## src/rtl/tag_comparator.sv

```systemverilog
`default_nettype none
// +----------------------------------------------------------------------------+
// | Module      : tag_comparator                                               |
// | Description : Cache tag-match block. Compares the request tag against the  |
// |               stored tag of every way, qualifies each match with the way's |
// |               valid bit, and reports hit / hitting way / multi-hit. A      |
// |               registered copy of hit and hit_idx is captured on lookup.    |
// |               Optional hit/miss statistics are enabled by defining the     |
// |               macro TAG_COMPARATOR_STATS_EN.                               |
// | Revision    : 1.0 - initial release                                        |
// +----------------------------------------------------------------------------+
module tag_comparator #(
  parameter int TAG_WIDTH = 3,
  parameter int WAYS      = 1,
  parameter int CNT_WIDTH = 16,
  localparam int IDX_WIDTH = (WAYS > 1) ? $clog2(WAYS) : 1
) (
  input  logic                      clock,
  input  logic                      reset,
  input  logic                      compare_en,
  input  logic [TAG_WIDTH-1:0]      req_tag,
  input  logic [WAYS*TAG_WIDTH-1:0] stored_tags,
  input  logic [WAYS-1:0]           stored_valid,
`ifdef TAG_COMPARATOR_STATS_EN
  input  logic                      stats_clear,
  output logic [CNT_WIDTH-1:0]      hit_count,
  output logic [CNT_WIDTH-1:0]      miss_count,
`endif
  output logic                      match,
  output logic [WAYS-1:0]           way_match,
  output logic                      hit,
  output logic [WAYS-1:0]           hit_way,
  output logic [IDX_WIDTH-1:0]      hit_idx,
  output logic                      multi_hit,
  output logic                      hit_q,
  output logic [IDX_WIDTH-1:0]      hit_idx_q
);

  // Valid-qualified match per way. The AND with a 0 valid bit yields 0 even
  // when the stored tag is still X after a cache reset.
  logic [WAYS-1:0] valid_match;

  // Per-way equality: XNOR every bit and reduce, so any differing bit clears it.
  genvar w;
  generate
    for (w = 0; w < WAYS; w++) begin : g_way
      assign way_match[w] = &(req_tag ~^ stored_tags[w*TAG_WIDTH +: TAG_WIDTH]);
    end
  endgenerate

  assign valid_match = way_match & stored_valid;
  assign match       = |way_match;
  assign hit         = |valid_match;

  generate
    if (WAYS == 1) begin : g_single
      // Only one way: the index can only be zero and two ways cannot collide.
      assign hit_way   = valid_match;
      assign hit_idx   = '0;
      assign multi_hit = 1'b0;
    end else begin : g_multi
      logic [IDX_WIDTH-1:0] idx_enc;

      // Isolate the lowest set bit so the lowest-index way wins.
      assign hit_way   = valid_match & (~valid_match + WAYS'(1));
      // Clearing the lowest set bit leaves something only if two or more ways hit.
      assign multi_hit = |(valid_match & (valid_match - WAYS'(1)));

      // Binary-encode the one-hot hitting way; stays zero on a miss.
      always_comb begin
        idx_enc = '0;
        for (int i = 0; i < WAYS; i++) begin
          if (hit_way[i]) idx_enc = IDX_WIDTH'(i);
        end
      end

      assign hit_idx = idx_enc;
    end
  endgenerate

  // Capture the lookup result on compare_en; hold otherwise; reset dominates.
  always_ff @(posedge clock) begin
    if (reset) begin
      hit_q     <= 1'b0;
      hit_idx_q <= '0;
    end else if (compare_en) begin
      hit_q     <= hit;
      hit_idx_q <= hit_idx;
    end
  end

`ifdef TAG_COMPARATOR_STATS_EN
  // Saturating hit/miss counters; clearing beats a same-cycle increment.
  always_ff @(posedge clock) begin
    if (reset || stats_clear) begin
      hit_count  <= '0;
      miss_count <= '0;
    end else if (compare_en) begin
      if (hit) begin
        if (hit_count != {CNT_WIDTH{1'b1}}) hit_count <= hit_count + CNT_WIDTH'(1);
      end else begin
        if (miss_count != {CNT_WIDTH{1'b1}}) miss_count <= miss_count + CNT_WIDTH'(1);
      end
    end
  end
`endif

endmodule
`default_nettype wire

```

## config.mk

```make
export PLATFORM = sky130hd
export DESIGN_NAME = tag_comparator
export DESIGN_NICKNAME = d
export VERILOG_FILES = /design/src/rtl/tag_comparator.sv
export SDC_FILE = /design/constraint.sdc
export NUM_CORES = 1
export LEC_CHECK = 0
export ABC_AREA = 1
export CORE_AREA = 2 2 39 41
export CTS_BUF_LIST = sky130_fd_sc_hd__clkbuf_4
export CTS_CLUSTER_SIZE = 24
export DETAILED_ROUTE_END_ITERATION = 10
export DIE_AREA = 0 0 41 43
export PLACE_DENSITY = 0.39
export SYNTH_ARGS = -nofsm -noshare
export SYNTH_HDL_FRONTEND = slang
export SYNTH_SLANG_ARGS = --single-unit
```

## constraint.sdc

```tcl
create_clock -name clock -period 0.9 [get_ports clock]
set_input_delay 0.09 -clock clock [delete_from_list [all_inputs] [get_ports clock]]
set_output_delay 0.09 -clock clock [all_outputs]
set_load 0.01 [all_outputs]
```

# ---- Yosys cells after proc, flatten, opt, wreduce, memory -nomap -nowiden
# Cells that the tools add are included.
dict set report classes {
  bitwise 2
  reduce_logical 1
}
# op n
set op_table {}
lappend op_table {{$reduce_and A3 Y1} 1}
lappend op_table {{$xnor A3 B3 Y3} 1}
lappend op_table {{$and A1 B1 Y1} 1}
dict set report totals {
  ff_bits 1
  inputBits 10
  output_inout_bits 8
  word_cells 4
}

# ---- Depth between registers and ports, before layout
dict set report logic_depth {
  depth_word 3
  depth_mapped 6
  depth_no_buf 5
}

# ---- Worst setup path after synthesis
# OpenSTA, ideal clock, no wires.
dict set report synth_path {
  kind {in2out}
  from {input stored_tags[2]}
  to {output hit_way}
  arrival_ns 0.618
  slack_ns 0.192
  cell_stages 4
  path_buffers 1
  cell_sequence {xnor2_1 -> nand4_1 -> inv_1 -> buf_4}
}
dict set report synth_between {
  elab_chain_cells 3
}
# element line
set synth_rtl {}
lappend synth_rtl {{start: declaration} 22} ;# input logic [WAYS*TAG_WIDTH-1:0] stored_tags,
lappend synth_rtl {{$xnor A3 B3 Y3} 47} ;# assign way_match[w] = &(req_tag ~^ stored_tags[w*TAG_WIDTH +: TAG_WIDTH]);
lappend synth_rtl {{$reduce_and A3 Y1} 47}
lappend synth_rtl {{$and A1 B1 Y1} 51} ;# assign valid_match = way_match & stored_valid;
lappend synth_rtl {{end: declaration} 32} ;# output logic [WAYS-1:0] hit_way,
# No other way between the ends.

# ---- Worst setup path after layout
# Same ends and word-level chain as after synthesis.

==> reports/qor.txt <==
largest net degree at the start of global routing: 3
mean post-synth cell area: 5.79 sq um
I/O pin cnt: 18
antenna cell count: 0
Seq pwr share: 29.7%
Mapped Cells: 24
Reg clk slew, reported paths: 0 ns
Std-Cell Core Area: 1380 sq um
via/cell ratio: 3.11
Yosys warnings: 0
hold buffer count at CTS: 0
cell family with most CP delay: buffers and inverters
HP Class: register to register
P_sw: 0.0478 mW
worst path required time: 0.81 ns
Die ar.: 1760 sq um
DR WL/cell: 5.75 um
Layout area overhead: 123%
Final Cycle Share: 96.5%
final setup fails: 0
port bufs: 14
clk_lat worst skew: 0 ns
Yosys top cell by area: buf_4
RSZ-0062 raised after global routing: yes
remaining antenna violation count after routing: 0
max reg flops: 1
gr usage total: 3.20%
hold slack: 0.520 ns
Synth Register Bits: 1
Slew Limit Fails: 0
CP endpoint kind: output pin
P_leak: 0.171 nW
HPWL after DPL: 272 um
post-synthesis sequential area ratio: 14.4%
f_max: 1150 MHz
Chip Height: 43 um
global-route wire length before repair: 434 um
switch share: 29.1%
drt total wl: 305 um
ratio of cells with drive above 1 in the final layout: 51.4%
Final Hold Vio Count: 0
largest cells by area after synthesis: buf_4, inv_1, nand2_1, dfxtp_1, xnor2_1
initial drt markers: 0
Worst VDD drop: 0.102 mV
Distinct cells, synth: 10
total grt overflow: 0
initial antenna violation count: 0
Via Count: 165
total power: 0.164 mW
PwrDens: 529 nW/um^2
1st-pass router iterations: 1
vias in the first global route: 119
slowest cell on the critical path: buf_4
Gate power share: 70.3%
Yosys top cell area share: 27.0%
Buffers & Inverters on Critical Path: 4
cell-internal power: 0.116 mW
Worst setup SP type: primary input
Top Registers: hit_q (1)
DR DRC count: 0
Crit path largest cell delay: 0.16 ns
GPL Wtd Cong: 0.505
Die X: 41 um
Largest Register: hit_q
post-layout minimum cycle time: 0.869 ns
maxcap violations: 0
Worst Path Class, Setup: primary input to output pin
CP max FO: 2
num rows: 14
clock share of power: 0%
Starting Density: 10.0%
ordered cell list for the critical path: buf_8 > xnor2_4 > nand4_1 > buf_4 > inv_4 > buf_6
r2r setup slk: 0.29 ns
arrival time worst endpoint: 0.78 ns
Post-Syn Area: 139 sq um
Setup Skew: 0 ns
Nets: 49
status: complete, no violations
[synthesized netlist by cell type]
master,instances
a21oi_1,1
buf_4,5
conb_1,1
dfxtp_1,1
inv_1,6
nand2_1,6
nand3_1,1
nand4_1,1
o21bai_1,1
xnor2_1,1
[through the flow]
| step | TNS [ns] | worst slack (ns) | util, % | cell area (sq um) | instances |
|---|---|---|---|---|---|
| 2_1_floorplan | 0 | 0.192 | - | 146 | 26 |
| 3_3_place_gp | -2.86 | -0.671 | 20.0 | 277 | 52 |
| 3_5_place_dp | -2.92 | -0.686 | 20.0 | 277 | 52 |
| 4_1_cts | 0 | 0.00533 | 18.5 | 256 | 53 |
| 5_1_grt | -0.114 | -0.0573 | 22.4 | 310 | 53 |
| 6_report | 0 | 0.0313 | 22.4 | 310 | 53 |
[power by group through the flow]
stage	combinational, mW	sequential, mW	clock (mW)
after floorplan	0.0479	0.0500	0
after global placement	0.0993	0.0488	0
after detailed placement	0.100	0.0489	0
after CTS	0.0887	0.0488	0
after global routing	0.127	0.0489	0
final	0.116	0.0488	0
[worst reg2reg max path: stages (launching register included)]
cell,delay (ns)
dfxtp_1,0.29
o21bai_1,0.16
a21oi_2,0.04
[worst paths after layout]
kind,start,to,depth (start not counted)
worst min-delay path,hit_q$_SDFFE_PP0P_,hit_q$_SDFFE_PP0P_,2
worst max register to register,hit_q$_SDFFE_PP0P_,hit_q$_SDFFE_PP0P_,2
worst max-delay path,stored_tags[2],hit_way,6
worst min register to register,hit_q$_SDFFE_PP0P_,hit_q$_SDFFE_PP0P_,2
[layer usage]
layer | vias to the layer above | global-route usage (%) | part of all wire (%)
met5 | - | 0 | 0
met4 | 0 | 0 | 0
met3 | 0 | 0.524 | 14
met2 | 10 | 5.94 | 54
met1 | 67 | 3.81 | 32
li1 | 88 | - | -
[area by class of cell]
type	count	area (sq um)
multi-input combinational	14	96.3
inverter	6	25.0
tap	16	20.0
fill	161	1070
timing repair buffer	16	149
sequential	1	20.0
[placed cells by master, fill, tap and decap left out, drive strengths merged]
cell type      netlist  final
nand3                1      1
nand2                6      6
nand4                1      1
clkbuf               0      1
dfxtp                1      1
clkdlybuf4s15        0      1
inv                  6      6
xnor2                1      1
o21bai               1      1
a21oi                1      1
conb                 1      3
dlygate4sd2          0      2
buf                  5     10
clkdlybuf4s50        0      2
[cells by family after synthesis]
family | Yosys count | synth area share [%]
simple gates | 8 | 24.3
buf+inv | 11 | 43.2
xor+xnor | 1 | 6.31
compound gates | 2 | 9.01
other cells | 1 | 2.70
flops | 1 | 14.4
[timing repair]
item                                    in CTS  in global routing
endpoints found under the setup margin       6                  5
setup buffers                                4                  0
resized for setup                           40                 16
pin swaps                                    5                  5
(Power assumes the default switching activity.)
